$ cat src/rtl/famicom_pad_emu.sv
// famicom_pad_emu
// Emulates a Famicom/NES 4021-style serial pad. Parallel button state from the
// framework is loaded while the core holds latch high, then shifted out one bit
// per pulse rise on famicom_data (active-low line levels). Also tracks a latch
// counter, the last captured button snapshot and a latch-activity watchdog.
module famicom_pad_emu #(
  parameter int unsigned SYNC_STAGES = 2,
  parameter logic        FILL_BIT    = 1'b1,
  parameter logic [31:0] TIMEOUT     = 32'd1_000_000
) (
  input  logic        clk,
  input  logic        reset_n,
  input  logic [7:0]  buttons,
  input  logic        famicom_latch,
  input  logic        famicom_pulse,
  output logic        famicom_data,
  output logic [7:0]  snapshot,
  output logic [15:0] latch_count,
  output logic        pad_active
);

  localparam int unsigned LAST = SYNC_STAGES - 1;

  logic [SYNC_STAGES-1:0] latch_sync;
  logic [SYNC_STAGES-1:0] pulse_sync;
  logic                   latch_d;
  logic                   pulse_d;
  logic                   latch_s;
  logic                   pulse_s;
  logic                   latch_rise;
  logic                   latch_fall;
  logic                   pulse_rise;

  logic [7:0]             sr;
  logic [3:0]             bit_cnt;
  logic [7:0]             snap_q;
  logic [15:0]            count_q;
  logic [31:0]            wd_cnt;
  logic                   active_q;

  // Synchronize the core's latch and pulse into the clk domain
  always_ff @(posedge clk) begin
    if (!reset_n) begin
      latch_sync <= '0;
      pulse_sync <= '0;
    end else begin
      latch_sync <= {latch_sync[SYNC_STAGES-2:0], famicom_latch};
      pulse_sync <= {pulse_sync[SYNC_STAGES-2:0], famicom_pulse};
    end
  end

  assign latch_s = latch_sync[LAST];
  assign pulse_s = pulse_sync[LAST];

  // Delay flops for edge detection on the synchronized levels
  always_ff @(posedge clk) begin
    if (!reset_n) begin
      latch_d <= 1'b0;
      pulse_d <= 1'b0;
    end else begin
      latch_d <= latch_s;
      pulse_d <= pulse_s;
    end
  end

  assign latch_rise = latch_s & ~latch_d;
  assign latch_fall = ~latch_s & latch_d;
  assign pulse_rise = pulse_s & ~pulse_d;

  // Shift register: transparent load while latched, capture on latch fall,
  // shift on pulse rise; the latch-fall branch precedes the shift so a
  // coincident pulse rise is dropped like on a real 4021
  always_ff @(posedge clk) begin
    if (!reset_n) begin
      sr      <= 8'hFF;
      bit_cnt <= '0;
      snap_q  <= '0;
      count_q <= '0;
    end else if (latch_s) begin
      sr      <= ~buttons;
      bit_cnt <= '0;
    end else if (latch_fall) begin
      snap_q  <= ~sr;
      count_q <= count_q + 16'd1;
    end else if (pulse_rise) begin
      sr <= {FILL_BIT, sr[7:1]};
      if (bit_cnt != 4'd8) begin
        bit_cnt <= bit_cnt + 4'd1;
      end
    end
  end

  // Watchdog: re-armed by every latch rise, drops pad_active after TIMEOUT idle cycles
  always_ff @(posedge clk) begin
    if (!reset_n) begin
      wd_cnt   <= '0;
      active_q <= 1'b0;
    end else if (latch_rise) begin
      wd_cnt   <= '0;
      active_q <= 1'b1;
    end else begin
      if (wd_cnt != '1) begin
        wd_cnt <= wd_cnt + 32'd1;
      end
      if (wd_cnt >= TIMEOUT - 32'd1) begin
        active_q <= 1'b0;
      end
    end
  end

  assign famicom_data = sr[0];
  assign snapshot     = snap_q;
  assign latch_count  = count_q;
  assign pad_active   = active_q;

endmodule
$ cat config.mk
export PLATFORM = sky130hd
export DESIGN_NAME = famicom_pad_emu
export DESIGN_NICKNAME = d
export VERILOG_FILES = /design/src/rtl/famicom_pad_emu.sv
export SDC_FILE = /design/constraint.sdc
export NUM_CORES = 1
export LEC_CHECK = 0
export ABC_CLOCK_PERIOD_IN_PS = 3700
export CAP_MARGIN = 5
export CELL_PAD_IN_SITES_DETAIL_PLACEMENT = 2
export CELL_PAD_IN_SITES_GLOBAL_PLACEMENT = 2
export CORE_ASPECT_RATIO = 1.25
export CORE_MARGIN = 1.5
export CORE_UTILIZATION = 37
export CTS_CLUSTER_DIAMETER = 200
export CTS_CLUSTER_SIZE = 30
export DETAILED_ROUTE_END_ITERATION = 12
export GPL_TIMING_DRIVEN = 0
export PLACE_DENSITY = 0.85
export SETUP_SLACK_MARGIN = 0.05
export SYNTH_ARGS = -nofsm -noshare
export SYNTH_HDL_FRONTEND = slang
export SYNTH_SLANG_ARGS = --single-unit
$ cat constraint.sdc
create_clock -name clk -period 3.7 [get_ports clk]
set_input_delay 0.925 -clock clk [delete_from_list [all_inputs] [get_ports clk]]
set_output_delay 0.925 -clock clk [all_outputs]
set_load 0.01 [all_outputs]
Word-level counts from Yosys, hierarchy flattened
Index checks and enable logic that the tools add are counted.

cells by class
  add/subtract/negate cells = 2
  magnitude comparators = 1
  equality and inequality tests = 2
  mux-type cells = 5
  bitwise gates (word level) = 9
  reductions and logical operators = 5

operator list
  operator                                               number
  adder 32 x 1 -> 32 bit, second input constant          1
  >= comparator 32 x 20 -> 1 bit, second input constant  1
  inequality test 32 bit, second input constant          1
  two-way mux 8 bit                                      3
  adder 16 x 1 -> 16 bit, second input constant          1
  inverter 8 bit                                         2
  inverter 1 bit                                         4
  AND reduction 2 bit                                    2
  nonzero test 2 bit                                     2
  bitwise AND 1 bit                                      3
  two-way mux 1 bit                                      2
  inequality test 2 bit, second input constant           1
  OR reduction 2 bit                                     1

word-level totals
  bits in registers = 71
  input port bits = 12
  output and inout port bits = 26
  logic and storage cells = 33

Logic depth before layout (Yosys ltp)
Gate-level depths: netlist of the first run.

  depth in word-level cells = 5
  gate-level depth with buffers = 7
  depth with buffers taken out = 6

Worst setup path before layout of the first run
OpenSTA, ideal clock, no wires.

  kind = flip-flop to flip-flop
  start = register wd_cnt[0]
  end = register wd_cnt[15]
  setup time = 0.124 ns
  arrival time = 1.653 ns
  data required time = 3.576 ns
  setup slack = 1.923 ns
  cell stages (with the launch flop) = 8
  buffers on the path = 1
  clock period less this slack = 1.777 ns
  cells stage by stage = dfxtp_1 > ha_1 > inv_1 > or4_4 > o21ai_4 > buf_6 > nor3_1 > mux2i_1

on the way
  longest elaborated chain between the ends = 1
  elaborated cells between the ends (all ways) = 2
  classes of those cells = add/sub (1); eq/ne (1)

RTL lines
  item                                                                     line      text
  from (decl)                                                              38        logic [31:0] wd_cnt;
  from (signal assigned)                                                   103       wd_cnt <= wd_cnt + 32'd1;
  adder 32 x 1 -> 32 bit / inequality test 32 bit (equally long branches)  103, 102

Several ways; a longest one is shown, not always the timed one.
A chain may end at the register's enable or synchronous reset.

Worst setup path after layout of the first run
  start = register count_q[11] (netlist: latch_count[11])
  end = output latch_count[11]

RTL lines
  item                    line  text
  from (decl)             37    logic [15:0] count_q;
  from (signal assigned)  84    count_q <= count_q + 16'd1;
  to (decl)               18    output logic [15:0] latch_count,

No word-level cell between the ends.

==> results of run 1 <==
==> metrics by stage <==
stage | utilization | worst slack (ns) | total power [mW] | cells | instance area (um^2)
2_1_floorplan | - | 1.92 | 0.834 | 371 | 3280
3_3_place_gp | 0.439 | 1.17 | 0.867 | 528 | 3800
3_5_place_dp | 0.439 | 1.13 | 0.872 | 528 | 3800
4_1_cts | 0.467 | 1.35 | 1.65 | 544 | 4040
5_1_grt | 0.467 | 1.31 | 1.69 | 544 | 4040
6_report | 0.467 | 1.38 | 1.63 | 544 | 4040
==> worst paths after layout <==
kind	depth (start not counted)	end	from	slack, ns
hold / removal	1	pulse_sync[1]	pulse_sync[0]	0.44
setup reg to reg	5	wd_cnt[7]	wd_cnt[28]	1.54
setup / recovery	1	latch_count[11]	latch_count[11]	1.38
hold reg to reg	1	pulse_sync[1]	pulse_sync[0]	0.44
==> cells by family after synthesis <==
family                     after synthesis  share of synthesized area
buffers and inverters                   22                     0.0298
DFF                                     71                      0.434
xor gates and xnor gates                28                     0.0749
adders and majority gates                2                    0.00764
muxes                                    8                     0.0271
and+or+nand+nor                        180                      0.305
AOI/OAI and AO/OA                       60                      0.122
==> sequential cells by signal, summed over array words and instances, names as in the netlist <==
| signal | flops |
|---|---|
| wd_cnt | 32 |
| latch_count | 16 |
| snapshot | 8 |
| sr | 8 |
| latch_sync | 2 |
| pulse_sync | 2 |
| latch_d | 1 |
| pad_active | 1 |
| pulse_d | 1 |
==> layout by cell type (no fill, tap or decap), types with 2 or more instances in the layout <==
cell | netlist | final
mux2_2 | 7 | 7
dfxtp_1 | 71 | 71
o31ai_1 | 3 | 3
nand2_1 | 51 | 51
nand4_1 | 14 | 14
buf_2 | 2 | 2
clkdlybuf4s50_1 | 0 | 37
or4_4 | 2 | 2
a211oi_1 | 4 | 4
clkbuf_8 | 0 | 10
nor2_1 | 24 | 24
a21boi_0 | 4 | 4
o211ai_1 | 4 | 4
inv_1 | 6 | 6
xor2_1 | 10 | 10
and3_1 | 5 | 5
a31oi_1 | 6 | 6
a41o_1 | 2 | 2
clkinv_2 | 0 | 2
ha_1 | 2 | 2
o211a_1 | 3 | 3
nor4_1 | 6 | 6
xnor2_1 | 18 | 18
and2_1 | 24 | 24
bufinv_16 | 0 | 3
clkbuf_1 | 11 | 11
or3_1 | 8 | 8
a21oi_1 | 8 | 8
and4_1 | 4 | 4
nor3_1 | 9 | 9
nand3_1 | 13 | 13
o21ai_0 | 21 | 21
or4_1 | 7 | 7
nand2b_1 | 2 | 2
==> Yosys cell counts (all sizes together), types with 5 or more instances <==
master and count:
nand4 16, xor2 10, or3 8, inv 6
dfxtp 71, nor2 25, nand2 51, o21ai 23
or4 9, nor4 8, nor3 10, a21oi 8
a31oi 6, and3 5, and2 24, nand3 14
mux2 7, clkbuf 12, xnor2 18
==> power breakdown <==
group,switching (mW),internal [mW],total [mW]
registers,0.00827,0.774,0.782
logic,0.0391,0.0311,0.0701
clock network,0.310,0.464,0.773
total,0.357,1.27,1.63
==> cell type report <==
cell class,instances,area [um^2],share of cell area
buffer,16,75.1,0.0186
clock buffer,10,138,0.0341
clock inverter,6,108,0.0266
inverter,6,22.5,0.00557
multi-input combinational,278,1760,0.435
sequential,71,1420,0.352
tap,120,150,0.0372
timing repair buffer,37,370,0.0916
==> routing by layer <==
layer	up-vias	global-route usage	part of all wire
li1	1412	-	-
met1	1473	0.246	0.42
met2	38	0.413	0.54
met3	14	0.0351	0.022
met4	0	0.0975	0.022
met5	-	0	0
==> results.py, run 1 <==
metrics = {
    "global_routing": {
        "grt_start_max_net_pins": 13,
        "gr-usage-all-layers": 0.222,
        "antenna_found_initial": 0,
        "grt_pass1_vias": 3264,
        "grt_pass1_wl_um": 16100,
        "gr-total-overflow": 0,
    },
    "finish": {
        "nets": 433,
        "antenna_cells": 0,
        "area_growth_pct": 23.4,
        "nFillCells": 980,
        "drive_above_1_share": 0.0967,
    },
    "clocking": {
        "cts_inserted_buffers": 9,
        "htree_levels": 3,
        "cts_setup_buffers": 0,
        "cts_root_buf": "clkbuf_8",
        "cts_resized": 0,
        "path_clk_slew_ns": 0.08,
        "clk_latency_ns": 0.36,
        "clockBufferDepth": 2,
        "cts_tree": "done",
        "clkSinkCount": 71,
        "cts_hold_buf": 0,
    },
    "critical_path": {
        "cp-end-kind": "primary output",
        "cp.required_ns": 2.77,
        "critPathKind": "flop to primary output",
        "slowest_stage": "clkdlybuf4s50_1",
        "slowest_delay_ns": 0.59,
        "cp_num_buf_inv": 1,
        "start_kind": "flop",
        "cp.arrival_ns": 1.40,
        "critPathTopFamily": "buffers and inverters",
        "cp_max_fo": 6,
        "crit_chain": "clkdlybuf4s50_1",
    },
    "timing": {
        "rsz0062_at_grt": "false",
        "fin_crit_ns": 2.32,
        "max_freq_mhz": 431,
        "tightest_slew_ns": 0.675,
        "finalSetupViolations": 0,
        "slew-limit-headroom": 0.548,
        "fin_skew_ns": 0.00753,
        "hold-worst-slack_ns": 0.440,
        "setup_tns_ns": 0,
        "period_share": 0.627,
        "drv_slew": 0,
        "hold_viol": 0,
    },
    "logic_synthesis": {
        "yosysTopAreaCell": "dfxtp_1",
        "yosys_warnings": 0,
        "synthesis.nets": 385,
        "synth_ff_type": "dfxtp_1",
        "synth_cell_types": 50,
        "synth_top_area_share": 0.434,
        "synthCells": 371,
        "synth.top_cells.by_area": "dfxtp_1 (43%), nand2_1 (5.8%), xnor2_1 (4.8%), and2_1 (4.6%), o21ai_0 (3.2%)",
        "ys_seq_area_frac": 0.434,
        "ys_ff_latch": 71,
        "synth_enable_flop_cells": 0,
        "syn_avg_cell_area_um2": 8.83,
        "async_flop_share": 0,
        "syn-cell-area_um2": 3280,
    },
    "drt": {
        "drc_errors": 0,
        "final_antenna_net_count": 0,
        "vias_per_cell": 5.40,
        "wl_um": 9590,
        "drtIter0Drc": 51,
        "dr.pass1.iters": 4,
        "dr_total_vias": 2937,
        "wire_per_inst_um": 17.6,
    },
    "floorplan": {
        "start_util": 0.379,
        "row_count": 38,
        "die_w_um": 87.2,
        "core_area_um2": 8650,
        "die_area_um2": 9430,
        "dieHeight_um": 108,
        "io_pins": 38,
    },
    "placed_design": {
        "gp_congestion": 0.746,
        "portBuffers": 37,
        "dp_hpwl_um": 7020,
    },
    "flow_run": {
        "drv_cap": 0,
    },
    "pwr": {
        "ir_drop_mv": 0.195,
        "p_leak_nw": 1.43,
        "p_per_area_nw_per_um2": 402,
    },
    "status": {
        "outcome": "completed",
    },
    "hold_path": {
        "hp-class": "flop to flop",
    },
}
Note: power is estimated with default switching activity, not from simulation.
==> inputs of run 2 (changes only) <==
ABC_CLOCK_PERIOD_IN_PS = 1970   (was 3700)
CORE_UTILIZATION = 31   (was 37)
PLACE_DENSITY = 0.76   (was 0.85)
clock period = 1.97 ns   (was 3.7 ns; I/O delays follow)
==> run 2 against run 1 <==
The run now ends with negative setup slack left. Clock skew up 0.0012 ns. Clock power up 130%. Total power up 110%. Wire length up 14%. Cell area up 11%. Via count up 5.3%. Die area up 19%. Clock-buffer cell count up 1. Sequential share of layout area down 2.7 points. Final cell count up 6.3%. Sequential power up 88%. Utilization down 2.6 points. Critical path type is now flop to flop. Largest cell class unchanged. Largest power group is now clock.
==> results.py, run 2 (same netlist as run 1, synthesis figures left out) <==
metrics = {
    "status": {
        "outcome": "finished with violations",
        "violations": "negative setup slack",
    },
    "drt": {
        "vias_per_cell": 5.35,
        "wire_per_inst_um": 18.9,
        "final_antenna_net_count": 0,
        "drtIter0Drc": 69,
        "dr.pass1.iters": 4,
        "dr_total_vias": 3094,
        "wl_um": 10900,
        "drc_errors": 0,
    },
    "pwr": {
        "ir_drop_mv": 0.447,
        "p_leak_nw": 1.65,
        "finalPower_mw": 3.38,
        "p_per_area_nw_per_um2": 752,
    },
    "floorplan": {
        "die_w_um": 94.9,
        "die_area_um2": 11200,
        "core_area_um2": 10200,
        "start_util": 0.321,
        "io_pins": 38,
        "dieHeight_um": 118,
        "row_count": 41,
    },
    "finish": {
        "top_register": "wd_cnt",
        "post-route-util": 0.441,
        "final_common_cell": "nand2_1",
        "largest_reg_flops": 32,
        "drive_above_1_share": 0.232,
        "layout_common_cells": "nand2_1 (51), dfxtp_1 (47), clkdlybuf4s50_1 (37), and2_1 (24), buf_4 (24)",
        "area_growth_pct": 37.3,
        "antenna_cells": 0,
        "nets": 458,
    },
    "critical_path": {
        "crit_chain": "nand4_1 -> or4_4 -> o21ai_4 -> buf_6 -> o21ai_1 -> a21oi_1",
        "r2r_cells": 6,
        "cp_max_fo": 6,
        "path_depth": 6,
        "critPathKind": "flop to flop",
        "start_kind": "flop",
        "cp.required_ns": 2.22,
        "slowest_stage": "or4_4",
        "cp-end-kind": "flop",
        "cp.arrival_ns": 2.26,
        "cp_num_buf_inv": 1,
        "critPathTopFamily": "simple AND/OR/NAND/NOR gates",
        "slowest_delay_ns": 0.58,
    },
    "timing": {
        "slew-limit-headroom": 0.547,
        "max_freq_mhz": 498,
        "drv_slew": 0,
        "tightest_slew_ns": 0.677,
        "finalSetupViolations": 4,
        "rsz0062_at_grt": "true",
        "setup_slack_ns": -0.0388,
        "period_share": 1.02,
        "fin_skew_ns": 0.00869,
        "fin_crit_ns": 2.01,
        "hold_viol": 0,
    },
    "clocking": {
        "cts_inserted_buffers": 9,
        "path_clk_slew_ns": 0.06,
        "cts_root_buf": "clkbuf_16",
        "cts_tree": "done",
        "cts_hold_buf": 0,
        "htree_levels": 3,
        "clkSinkCount": 71,
        "clk_latency_ns": 0.33,
        "clockBufferDepth": 2,
    },
    "placed_design": {
        "portBuffers": 37,
        "place_ws_ns": -0.198,
        "gp_congestion": 0.738,
        "dp_hpwl_um": 6790,
    },
    "global_routing": {
        "gr-usage-all-layers": 0.192,
        "grt_pass1_wl_um": 16700,
        "grt_start_max_net_pins": 13,
        "gr-total-overflow": 0,
        "antenna_found_initial": 0,
        "grt_pass1_vias": 3315,
    },
    "flow_run": {
        "drv_cap": 0,
    },
    "hold_path": {
        "hold_path_depth": 1,
        "hp-class": "flop to flop",
    },
}
run 2: changes by cell type in the layout (fill, tap and decap cells not counted), sizes merged:
cell | before | now
buf | 4 | 30
bufinv | 3 | 2
run 2: layout make-up:
cell class	count	area (um^2)
Sequential cell	71	1460
Timing Repair Buffer	62	562
Clock buffer	11	243
Tap cell	129	161
Multi-Input combinational cell	278	1860
Inverter	6	22.5
Clock inverter	5	81.3
Buffer	16	104
Fill cell	1121	5710
run 2: timing repair:
action | in CTS | in global routing
setup buffers | 9 | 15
gates resized for setup | 21 | 44
setup endpoints to repair | 33 | 28
pin swaps | 8 | 10
cloned | 0 | 1
run 2: final timing paths:
path	slack (ns)	endpoint	start
setup / recovery	-0.04	wd_cnt[23]	wd_cnt[28]
hold / removal	0.45	pulse_sync[1]	pulse_sync[0]
setup reg to reg	-0.04	wd_cnt[23]	wd_cnt[28]
hold reg to reg	0.45	pulse_sync[1]	pulse_sync[0]
run 2: per-layer routing:
layer / GRT usage / vias up / share of wire
li1: - / 1472 / -
met1: 0.215 / 1552 / 0.40
met2: 0.350 / 53 / 0.55
met3: 0.0258 / 17 / 0.026
met4: 0.0812 / 0 / 0.019
met5: 0 / - / 0
run 2: power by group:
part	internal [mW]	switching, mW	total, mW
clock network	1.14	0.632	1.78
logic	0.0616	0.0756	0.137
registers	1.45	0.0178	1.47
total	2.66	0.725	3.38
run 2: stage by stage:
step	TNS (ns)	cell area [um^2]	cells	hold WS, ns
4_1_cts	0	4260	562	0.449
3_3_place_gp	-4.37	3810	537	0.420
3_5_place_dp	-5.97	3810	537	0.422
5_1_grt	-0.493	4500	578	0.478
6_report	-0.0957	4500	578	0.449
2_1_floorplan	0	3280	371	0.412
